===== src/rtl/cpu_pkg.sv =====
// Shared definitions for the 16-bit pipelined core: instruction encodings,
// opcode field position and the fetch-stage state type.
package cpu_pkg;

  localparam logic [15:0] NOP_INSTR = 16'h0800;
  localparam logic [4:0]  OPC_HALT  = 5'b00000;
  localparam int          OPC_MSB   = 15;
  localparam int          OPC_LSB   = 11;

  typedef enum logic {
    RUN    = 1'b0,
    HALTED = 1'b1
  } fetch_state_t;

  function automatic logic is_halt(input logic [15:0] instr);
    return instr[OPC_MSB:OPC_LSB] == OPC_HALT;
  endfunction

endpackage


===== src/rtl/if_id_reg.sv =====
// Pipeline register carrying instruction, PC+2 and valid between two stages.
// Priority: rst > flush > hold > load; with none of them a bubble is inserted.
module if_id_reg
  import cpu_pkg::*;
#(
  parameter int PC_WIDTH = 16
) (
  input  logic                clk,
  input  logic                rst,
  input  logic                load,
  input  logic                flush,
  input  logic                hold,
  input  logic [15:0]         next_instr,
  input  logic [PC_WIDTH-1:0] next_pc2,
  output logic [15:0]         instr,
  output logic [PC_WIDTH-1:0] pc2,
  output logic                valid
);

  // pc2 is left untouched by flush and bubbles; valid=0 marks it stale.
  always_ff @(posedge clk) begin
    if (rst) begin
      instr <= NOP_INSTR;
      pc2   <= '0;
      valid <= 1'b0;
    end else if (flush) begin
      instr <= NOP_INSTR;
      valid <= 1'b0;
    end else if (!hold) begin
      if (load) begin
        instr <= next_instr;
        pc2   <= next_pc2;
        valid <= 1'b1;
      end else begin
        instr <= NOP_INSTR;
        valid <= 1'b0;
      end
    end
  end

endmodule


===== src/rtl/fetch_stage.sv =====
// Instruction-fetch stage: owns the PC, reads the combinational instruction
// memory, fills IF/ID, and handles stall, redirect, HALT and a fetch counter.
module fetch_stage
  import cpu_pkg::*;
#(
  parameter int                    ADDR_WIDTH = 16,
  parameter logic [ADDR_WIDTH-1:0] RESET_PC   = '0
) (
  input  logic                  clk,
  input  logic                  rst,
  input  logic                  stall,
  input  logic                  redirect_valid,
  input  logic [ADDR_WIDTH-1:0] redirect_pc,
  input  logic [15:0]           imem_data,
  output logic [ADDR_WIDTH-1:0] imem_addr,
  output logic                  imem_en,
  output logic                  imem_wr,
  output logic [15:0]           if_id_instr,
  output logic [ADDR_WIDTH-1:0] if_id_pc2,
  output logic                  if_id_valid,
  output logic                  halted,
  output logic                  misalign,
  output logic [15:0]           fetch_count
);

  fetch_state_t          state, state_next;
  logic [ADDR_WIDTH-1:0] pc, pc_next;
  logic [ADDR_WIDTH-1:0] pc_plus2;
  logic                  misalign_next;
  logic                  ifid_load, ifid_flush, ifid_hold;
  logic                  count_en;

  assign pc_plus2  = pc + ADDR_WIDTH'(2);
  assign imem_addr = pc;
  assign imem_en   = ~rst & (state == RUN) & ~stall;
  assign imem_wr   = 1'b0;
  assign halted    = (state == HALTED);

  always_ff @(posedge clk) begin
    if (rst) begin
      state       <= RUN;
      pc          <= RESET_PC;
      misalign    <= 1'b0;
      fetch_count <= '0;
    end else begin
      state    <= state_next;
      pc       <= pc_next;
      misalign <= misalign_next;
      if (count_en && fetch_count != 16'hFFFF)
        fetch_count <= fetch_count + 16'd1;
    end
  end

  // A redirect wins over stall so a speculatively fetched HALT is cancelled.
  always_comb begin
    state_next    = state;
    pc_next       = pc;
    misalign_next = 1'b0;
    ifid_load     = 1'b0;
    ifid_flush    = 1'b0;
    ifid_hold     = 1'b0;
    count_en      = 1'b0;
    if (redirect_valid) begin
      pc_next       = {redirect_pc[ADDR_WIDTH-1:1], 1'b0};
      state_next    = RUN;
      misalign_next = redirect_pc[0];
      ifid_flush    = 1'b1;
    end else if (stall) begin
      ifid_hold = 1'b1;
    end else begin
      case (state)
        RUN: begin
          ifid_load = 1'b1;
          count_en  = 1'b1;
          if (is_halt(imem_data))
            state_next = HALTED;
          else
            pc_next = pc_plus2;
        end
        HALTED: begin
        end
        default: state_next = RUN;
      endcase
    end
  end

  if_id_reg #(
    .PC_WIDTH(ADDR_WIDTH)
  ) u_if_id (
    .clk       (clk),
    .rst       (rst),
    .load      (ifid_load),
    .flush     (ifid_flush),
    .hold      (ifid_hold),
    .next_instr(imem_data),
    .next_pc2  (pc_plus2),
    .instr     (if_id_instr),
    .pc2       (if_id_pc2),
    .valid     (if_id_valid)
  );

endmodule


===== config.mk =====
export PLATFORM = sky130hd
export DESIGN_NAME = fetch_stage
export DESIGN_NICKNAME = d
export VERILOG_FILES = /design/src/rtl/cpu_pkg.sv /design/src/rtl/if_id_reg.sv /design/src/rtl/fetch_stage.sv
export SDC_FILE = /design/constraint.sdc
export NUM_CORES = 1
export LEC_CHECK = 0
export ABC_CLOCK_PERIOD_IN_PS = 3800
export BUFFER_PORTS_ARGS = -buffer_cell sky130_fd_sc_hd__clkbuf_2
export CAP_MARGIN = 20
export CORE_MARGIN = 2
export CORE_UTILIZATION = 54
export DETAILED_ROUTE_END_ITERATION = 7
export PLACE_DENSITY_LB_ADDON = 0.25
export RECOVER_POWER = 100
export SETUP_SLACK_MARGIN = 0.3
export SKIP_LAST_GASP = 1
export SLEW_MARGIN = 10
export SYNTH_ARGS = -nofsm -noshare
export SYNTH_HDL_FRONTEND = slang
export SYNTH_HIERARCHICAL = 1
export SYNTH_SLANG_ARGS = --single-unit

===== constraint.sdc =====
create_clock -name clk -period 3.8 [get_ports clk]
set_input_delay 1.14 -clock clk [delete_from_list [all_inputs] [get_ports clk]]
set_output_delay 1.14 -clock clk [all_outputs]
set_load 0.01 [all_outputs]

# After elaboration in Yosys (flattened, before gate mapping)
# Cells that the tools add are included.
# op_classes
n_addsub	2
n_eq_ne	4
mux	14
bitwise	9
n_reduce_logical	8
# ops
operator	count
two-way mux 16 bit	5
adder 16 x 1 -> 16 bit, second input constant	1
adder 16 x 2 -> 16 bit, second input constant	1
!= test 16 bit, second input constant	1
two-way mux 1 bit	9
AND reduction 3 bit	3
inverter 1 bit	7
OR reduction 2 bit	3
zero test 5 bit	1
!= test 2 bit, second input constant	2
AND 1 bit	2
!= test 2 x 1 -> 1 bit, second input constant	1
logical AND 1 bit	1
# word_totals
register_bits	67
out_inout_bits	69
wordCells	45

# Depth between registers and ports, before layout
# Gate-level depths: netlist of the first run.
# logic_depth
depth_word	5
ltp_mapped	8
ltp_nobuf	7

# Modules after synthesis
# Netlist of the first run, hierarchy kept.
# modules_own_cells
module	n_inst	cells_each	area_per_inst_um2
fetch_stage	1	240	1994.4
if_id_reg	1	145	1406.3

# Worst setup path before layout of the first run
# OpenSTA, ideal clock, no wires.
# synth_path
path_type	in2out
start	in rst
end	out imem_en
arrival_time_ns	1.827
setup_slack_ns	0.833
path_stages	3
path_cell_list	clkbuf_1 clkbuf_1 nor3_1
# synth_between
elab_chain_len	3
# synth_rtl
item	line	rtl
from (decl)	fetch_stage.sv:10	input logic rst,
inverter 1 bit	fetch_stage.sv:35	assign imem_en = ~rst & (state == RUN) & ~stall;
AND 1 bit (2 in series)	fetch_stage.sv:35	
to (decl)	fetch_stage.sv:16	output logic imem_en,
# Every way passes these cells.

# Final worst setup path of the first run
# layout_path
start	in imem_data[11]
end	reg pc[15], in the netlist imem_addr[15]
# layout_between
elab_chain_len	3
# layout_rtl
item	line	rtl
from (decl)	fetch_stage.sv:14	input logic [15:0] imem_data,
zero test 5 bit	cpu_pkg.sv:16	return instr[OPC_MSB:OPC_LSB] == OPC_HALT;
!= test 2 bit (no source line)	-	
AND reduction 3 bit (no source line)	-	
to (signal assigned)	fetch_stage.sv:47	pc <= pc_next;
to (decl)	fetch_stage.sv:27	logic [ADDR_WIDTH-1:0] pc, pc_next;
# Every way passes these cells.
# A chain may end at the register's enable or synchronous reset.

==> results of run 1 <==
flip-flops by register name, summed over array words and instances (netlist names):
register,cells
fetch_count,16
u_if_id/instr,16
u_if_id/pc2,16
imem_addr,15
halted,1
misalign,1
u_if_id/valid,1
cells by family (layout without fill, tap and decap cells):
| kind of cell | after synthesis | after routing | synth area share |
|---|---|---|---|
| AND/OR/NAND/NOR | 171 | 171 | 0.3039 |
| AO/OA/AOI/OAI | 80 | 80 | 0.1560 |
| multiplexers | 19 | 19 | 0.05629 |
| other | 1 | 3 | 0.001103 |
| XOR/XNOR | 13 | 13 | 0.03348 |
| flip-flops | 66 | 66 | 0.3885 |
| adder cells (fa/ha/maj) | 2 | 2 | 0.007357 |
| buffers and inverters | 33 | 129 | 0.05335 |
placed cells by master (no fill, tap or decap), types with 6 or more instances in the layout:
master    synthesis  layout
mux2i_1          18      18
nand4_1           9       9
xnor2_1           7       7
dfxtp_1          66      66
nor2_1           15      15
nand3_1          10      10
a21oi_1          30      30
nand2b_1         34      34
clkbuf_2          0      33
nor3_1            7       7
a31oi_1           6       6
nand2_1          32      32
clkbuf_8          0      12
xor2_1            6       6
clkbuf_1         11      71
inv_1             7       7
nand3b_1         16      16
o31ai_1           6       6
or4_1             8       8
o21ai_0           9      10
or3_1             7       7
synth_stat cells, types with 3 or more instances:
library cell	count	share of area
dfxtp_1	66	0.39
nand2b_1	34	0.063
nand2_1	32	0.035
a21oi_1	30	0.044
mux2i_1	18	0.053
nand3b_1	16	0.035
nor2_1	15	0.017
clkbuf_1	11	0.012
nand3_1	10	0.015
nand4_1	9	0.017
o21ai_0	9	0.013
or4_1	8	0.018
inv_1	7	0.0077
nor3_1	7	0.010
or3_1	7	0.013
xnor2_1	7	0.018
a31oi_1	6	0.011
buf_2	6	0.0088
o31ai_1	6	0.013
xor2_1	6	0.015
and3_1	5	0.0092
o21a_1	5	0.011
and2_1	4	0.0074
nor2b_1	4	0.0074
a211oi_1	3	0.0066
a311oi_1	3	0.0077
and4_1	3	0.0077
and4_2	3	0.0088
buf_4	3	0.0066
buf_6	3	0.0099
nor3b_1	3	0.0066
power by group:
part	switching [uW]	internal (uW)
logic	87.5	65.4
clock network	249	282
registers	24.0	711
how the worst min path moves through the flow:
stage / startpoint / end / slack [ns] / depth (start not counted)
5_1_grt: u_if_id/instr[6]$_SDFFE_PP0N_ / u_if_id/instr[6]$_SDFFE_PP0N_ / 0.48 / 2
6_report: u_if_id/instr[6]$_SDFFE_PP0N_ / u_if_id/instr[6]$_SDFFE_PP0N_ / 0.46 / 2
3_3_place_gp: u_if_id/instr[9]$_SDFFE_PP0N_ / u_if_id/instr[9]$_SDFFE_PP0N_ / 0.45 / 2
4_1_cts: u_if_id/instr[9]$_SDFFE_PP0N_ / u_if_id/instr[9]$_SDFFE_PP0N_ / 0.46 / 2
3_5_place_dp: u_if_id/instr[9]$_SDFFE_PP0N_ / u_if_id/instr[9]$_SDFFE_PP0N_ / 0.45 / 2
2_1_floorplan: u_if_id/instr[9]$_SDFFE_PP0N_ / u_if_id/instr[9]$_SDFFE_PP0N_ / 0.48 / 2
stage by stage:
stage          worst slack (ns)  utilization  power, uW  hold WS (ns)  cells
3_5_place_dp             0.9564       0.6523      910.1        0.4457    544
4_1_cts                   1.050       0.6819       1436        0.4604    558
5_1_grt                  0.4981       0.6617       1475        0.4817    558
3_3_place_gp              1.045       0.6523      906.4        0.4468    544
6_report                 0.6577       0.6617       1419        0.4613    558
2_1_floorplan            0.8330            -      850.7        0.4761    387
worst max-delay path, cell delays in order:
cell      delay, ns
clkbuf_1       0.09
or4_4          0.57
o21ai_0        1.10
o31ai_1        0.17
a311oi_2       0.30
area by class of cell:
| class | count | area (um2) |
|---|---|---|
| clock buffers | 12 | 165.2 |
| clock inverters | 2 | 12.51 |
| fillers | 550 | 2027 |
| inverters | 8 | 30.03 |
| multi-input cells | 288 | 1887 |
| flip-flops and latches | 66 | 1321 |
| well taps | 75 | 93.84 |
| repair buffers | 107 | 454.2 |
layer usage:
metal | up-vias | global-route usage | part of all wire
li1 | 1571 | - | -
met5 | - | 0 | 0
met1 | 1467 | 0.3010 | 0.45
met4 | 0 | 0.1237 | 0.027
met2 | 103 | 0.3842 | 0.47
met3 | 24 | 0.04374 | 0.059
==> flow_summary.json, run 1 <==
{
  "root_buffer": "clkbuf_8",
  "outcome": "complete, no violations",
  "clkTransAtPathRegs_ns": 0.06,
  "ys_seq_area_frac": 0.3885,
  "dp.final_hpwl_mm": 5.934,
  "r2r_setup_slack_ns": 1.45,
  "grt.overflow.total": 0,
  "cts_resized": 0,
  "gr-usage-all-layers": 0.2374,
  "htree_levels": 3,
  "fp.dieH_um": 83.36,
  "p_per_area_mw_per_mm2": 357.9,
  "hold_path.class": "flop to flop",
  "crit_fanout": 14,
  "cts_buffers": 9,
  "via_per_inst": 5.672,
  "critPathKind": "input port to flop",
  "fin_skew_ns": 0.004465,
  "synth_edf_count": 0,
  "gp_congestion": 0.8777,
  "synthesis.instances": 385,
  "power.leakage_uw": 0.001375,
  "yosysWarningCount": 6,
  "ir_drop_uv": 241.7,
  "finalWirelength_mm": 8.311,
  "crit_path_end_kind": "flop",
  "finalNetCount": 518,
  "worstRegToRegCells": 4,
  "ios": 105,
  "diodes": 0,
  "cp-endpoint": "imem_addr[15]$_SDFFE_PP0P_",
  "tightest_slew_ns": 1.408,
  "drtIter0Drc": 152,
  "wire_per_inst_um": 14.89,
  "clkSinkCount": 66,
  "ys_ff_latch": 66,
  "fin_area_mm2": 0.003964,
  "initial_utilization": 0.5677,
  "fp.dieW_um": 83.36,
  "synth_flop_cell": "dfxtp_1",
  "dpl_cell_area_mm2": 0.003908,
  "worstReg2RegStart": "halted$_SDFFE_PP0N_",
  "hold_viol": 0,
  "crit_arrival_ns": 3.38,
  "vias": 3165,
  "post-route-period-util": 0.8269,
  "drive_gt1_frac": 0.1366,
  "drc": 0,
  "grt_pass1_vias": 2892,
  "yosysUniqueCellTypes": 60,
  "cp-start-kind": "input port",
  "crit_start": "imem_data[11]",
  "synth_area_mm2": 0.003401,
  "io_buffers": 102,
  "avgSynthCellArea_um2": 8.833,
  "first_pass_iters": 4,
  "grt_max_degree": 71,
  "tns_ns": 0,
  "cts_hold_buf": 0,
  "rows": 28,
  "clock.fmax_mhz": 318.2,
  "rsz0062_at_grt": "no",
  "antenna_found_initial": 0,
  "grt_pass1_wl_mm": 13.52,
  "postCtsSetupBuffers": 0,
  "rr_endpoint": "u_if_id/pc2[11]$_SDFFE_PP0P_",
  "setup_violations": 0,
  "die_area_mm2": 0.006949,
  "final_antenna_net_count": 0,
  "cp.required_ns": 4.04,
  "area_delta_synth_final_pct": 16.56,
  "slew_headroom": 0.05126,
  "cts_tree": "done",
  "cts_buffer_depth": 2,
  "max_cap_violations": 0,
  "period_needed_ns": 3.142,
  "insertion_delay_ns": 0.33,
  "async_reset_ff_frac": 0,
  "slew_viol_final": 0,
  "core_mm2": 0.005991
}
No activity file was read; power rests on OpenSTA's default activity.
==> run 2: changes to the inputs <==
ABC_CLOCK_PERIOD_IN_PS = 2600   (was 3800)
CORE_UTILIZATION = 46   (was 54)
clock period = 2.6 ns   (was 3.8 ns; I/O delays follow)
==> flow_summary.json, run 2 (synthesis results as in run 1) <==
{
  "pre_cts_slack_ns": 0.2901,
  "cp-start-kind": "input port",
  "fin_ws_ns": 0.4807,
  "via_per_inst": 5.385,
  "gp_congestion": 0.8449,
  "drc": 0,
  "clock.fmax_mhz": 471.8,
  "ir_drop_uv": 247.2,
  "place_inst": 574,
  "root_buffer": "clkbuf_8",
  "setup_violations": 0,
  "finalPower_uw": 2132,
  "gr-usage-all-layers": 0.2102,
  "fp.dieH_um": 89.98,
  "max_stage_delay_ns": 0.62,
  "cp.required_ns": 2.81,
  "fin_skew_ns": 0.007806,
  "nFillCells": 754,
  "htree_levels": 3,
  "top_regs": "fetch_count (16), u_if_id/instr (16), u_if_id/pc2 (16)",
  "max_cap_violations": 0,
  "crit_path_end_kind": "flop",
  "io_buffers": 102,
  "grt_pass1_wl_mm": 14.14,
  "critPathKind": "input port to flop",
  "vias": 3177,
  "use_met3": 0.03353,
  "final_common_cell": "clkbuf_1",
  "gr-max-usage-layer": "met2",
  "fin_util": 0.5593,
  "post-route-period-util": 0.8151,
  "use_met1": 0.2825,
  "cts_tree": "done",
  "tightest_slew_ns": 0.9356,
  "cts_resized": 0,
  "cts_buffer_depth": 2,
  "fp.dieW_um": 89.98,
  "cts_hold_buf": 0,
  "finalNetCount": 524,
  "postCtsSetupBuffers": 0,
  "die_area_mm2": 0.008096,
  "ios": 105,
  "crit_arrival_ns": 2.33,
  "period_needed_ns": 2.119,
  "grt.overflow.total": 0,
  "p_per_area_mw_per_mm2": 528.3,
  "layout_common_cells": "clkbuf_1, dfxtp_1, clkbuf_2",
  "final_antenna_net_count": 0,
  "slew_viol_final": 0,
  "outcome": "complete, no violations",
  "clkTransAtPathRegs_ns": 0.07,
  "hold_path.class": "flop to flop",
  "diodes": 0,
  "drtIter0Drc": 193,
  "drive_gt1_frac": 0.1446,
  "crit_fanout": 8,
  "grt_max_degree": 37,
  "initial_utilization": 0.4714,
  "tns_ns": 0,
  "dp.final_hpwl_mm": 5.999,
  "cts_buffers": 9,
  "hold_viol": 0,
  "crit_chain": "clkbuf_2, or4_1, o21a_1, and4_2, a2111oi_0",
  "antenna_found_initial": 0,
  "wire_per_inst_um": 14.30,
  "finalWirelength_mm": 8.436,
  "core_mm2": 0.007214,
  "rsz0062_at_grt": "no",
  "multiInputGateArea_mm2": 0.001876,
  "slew_headroom": 0.3763,
  "r2r_setup_slack_ns": 0.66,
  "clkSinkCount": 66,
  "area_delta_synth_final_pct": 18.65,
  "power.leakage_uw": 0.001406,
  "slowest_stage": "or4_1",
  "fin_cells": 590,
  "insertion_delay_ns": 0.33,
  "use_met2": 0.3422,
  "grt_pass1_vias": 2958,
  "first_pass_iters": 4,
  "rows": 31,
  "regArea_mm2": 0.001321
}
## run 2: final timing paths
check	from	endpoint	cells past startpoint
worst max register to register	imem_addr[1]$_SDFFE_PP0P_	imem_addr[14]$_SDFFE_PP0P_	5
worst min register to register	u_if_id/instr[9]$_SDFFE_PP0N_	u_if_id/instr[9]$_SDFFE_PP0N_	2
worst max-delay path	imem_data[11]	imem_addr[5]$_SDFFE_PP0P_	5
worst min-delay path	u_if_id/instr[9]$_SDFFE_PP0N_	u_if_id/instr[9]$_SDFFE_PP0N_	2
## run 2: worst max-delay path, delay by kind of cell
kind                   cells  cell delay (ns)
and+or+nand+nor            2             0.89
AOI/OAI and AO/OA          2             0.57
buffers and inverters      1             0.09
## run 2: area by class of cell
| type | count | share of cell area |
|---|---|---|
| repair buffers | 113 | 0.1234 |
| clock buffers | 11 | 0.03256 |
| well taps | 99 | 0.03070 |
| multi-input cells | 288 | 0.4648 |
| clock inverters | 5 | 0.01364 |
| inverters | 8 | 0.007442 |
| flip-flops and latches | 66 | 0.3274 |
## run 2: power breakdown
part | total (uW) | internal, uW | switching [uW]
combinational | 231 | 98.9 | 132
clock | 831 | 440 | 390
sequential | 1070 | 1040 | 32.6
## run 2: stage by stage
stage / hold slack (ns) / area (um2)
final: 0.4628 / 4035
after global routing: 0.4697 / 4035
after CTS: 0.4615 / 4163
after detailed placement: 0.4506 / 3976
after global placement: 0.4397 / 3976
after floorplan: 0.4761 / 3408
## run 2: metal layers
| metal | part of all wire | vias up | wire length (um) |
|---|---|---|---|
| li1 | - | 1581 | - |
| met5 | 0 | - | 0 |
| met3 | 0.046 | 6 | 384 |
| met2 | 0.48 | 94 | 4012 |
| met4 | 0.0077 | 0 | 65 |
| met1 | 0.47 | 1496 | 3973 |
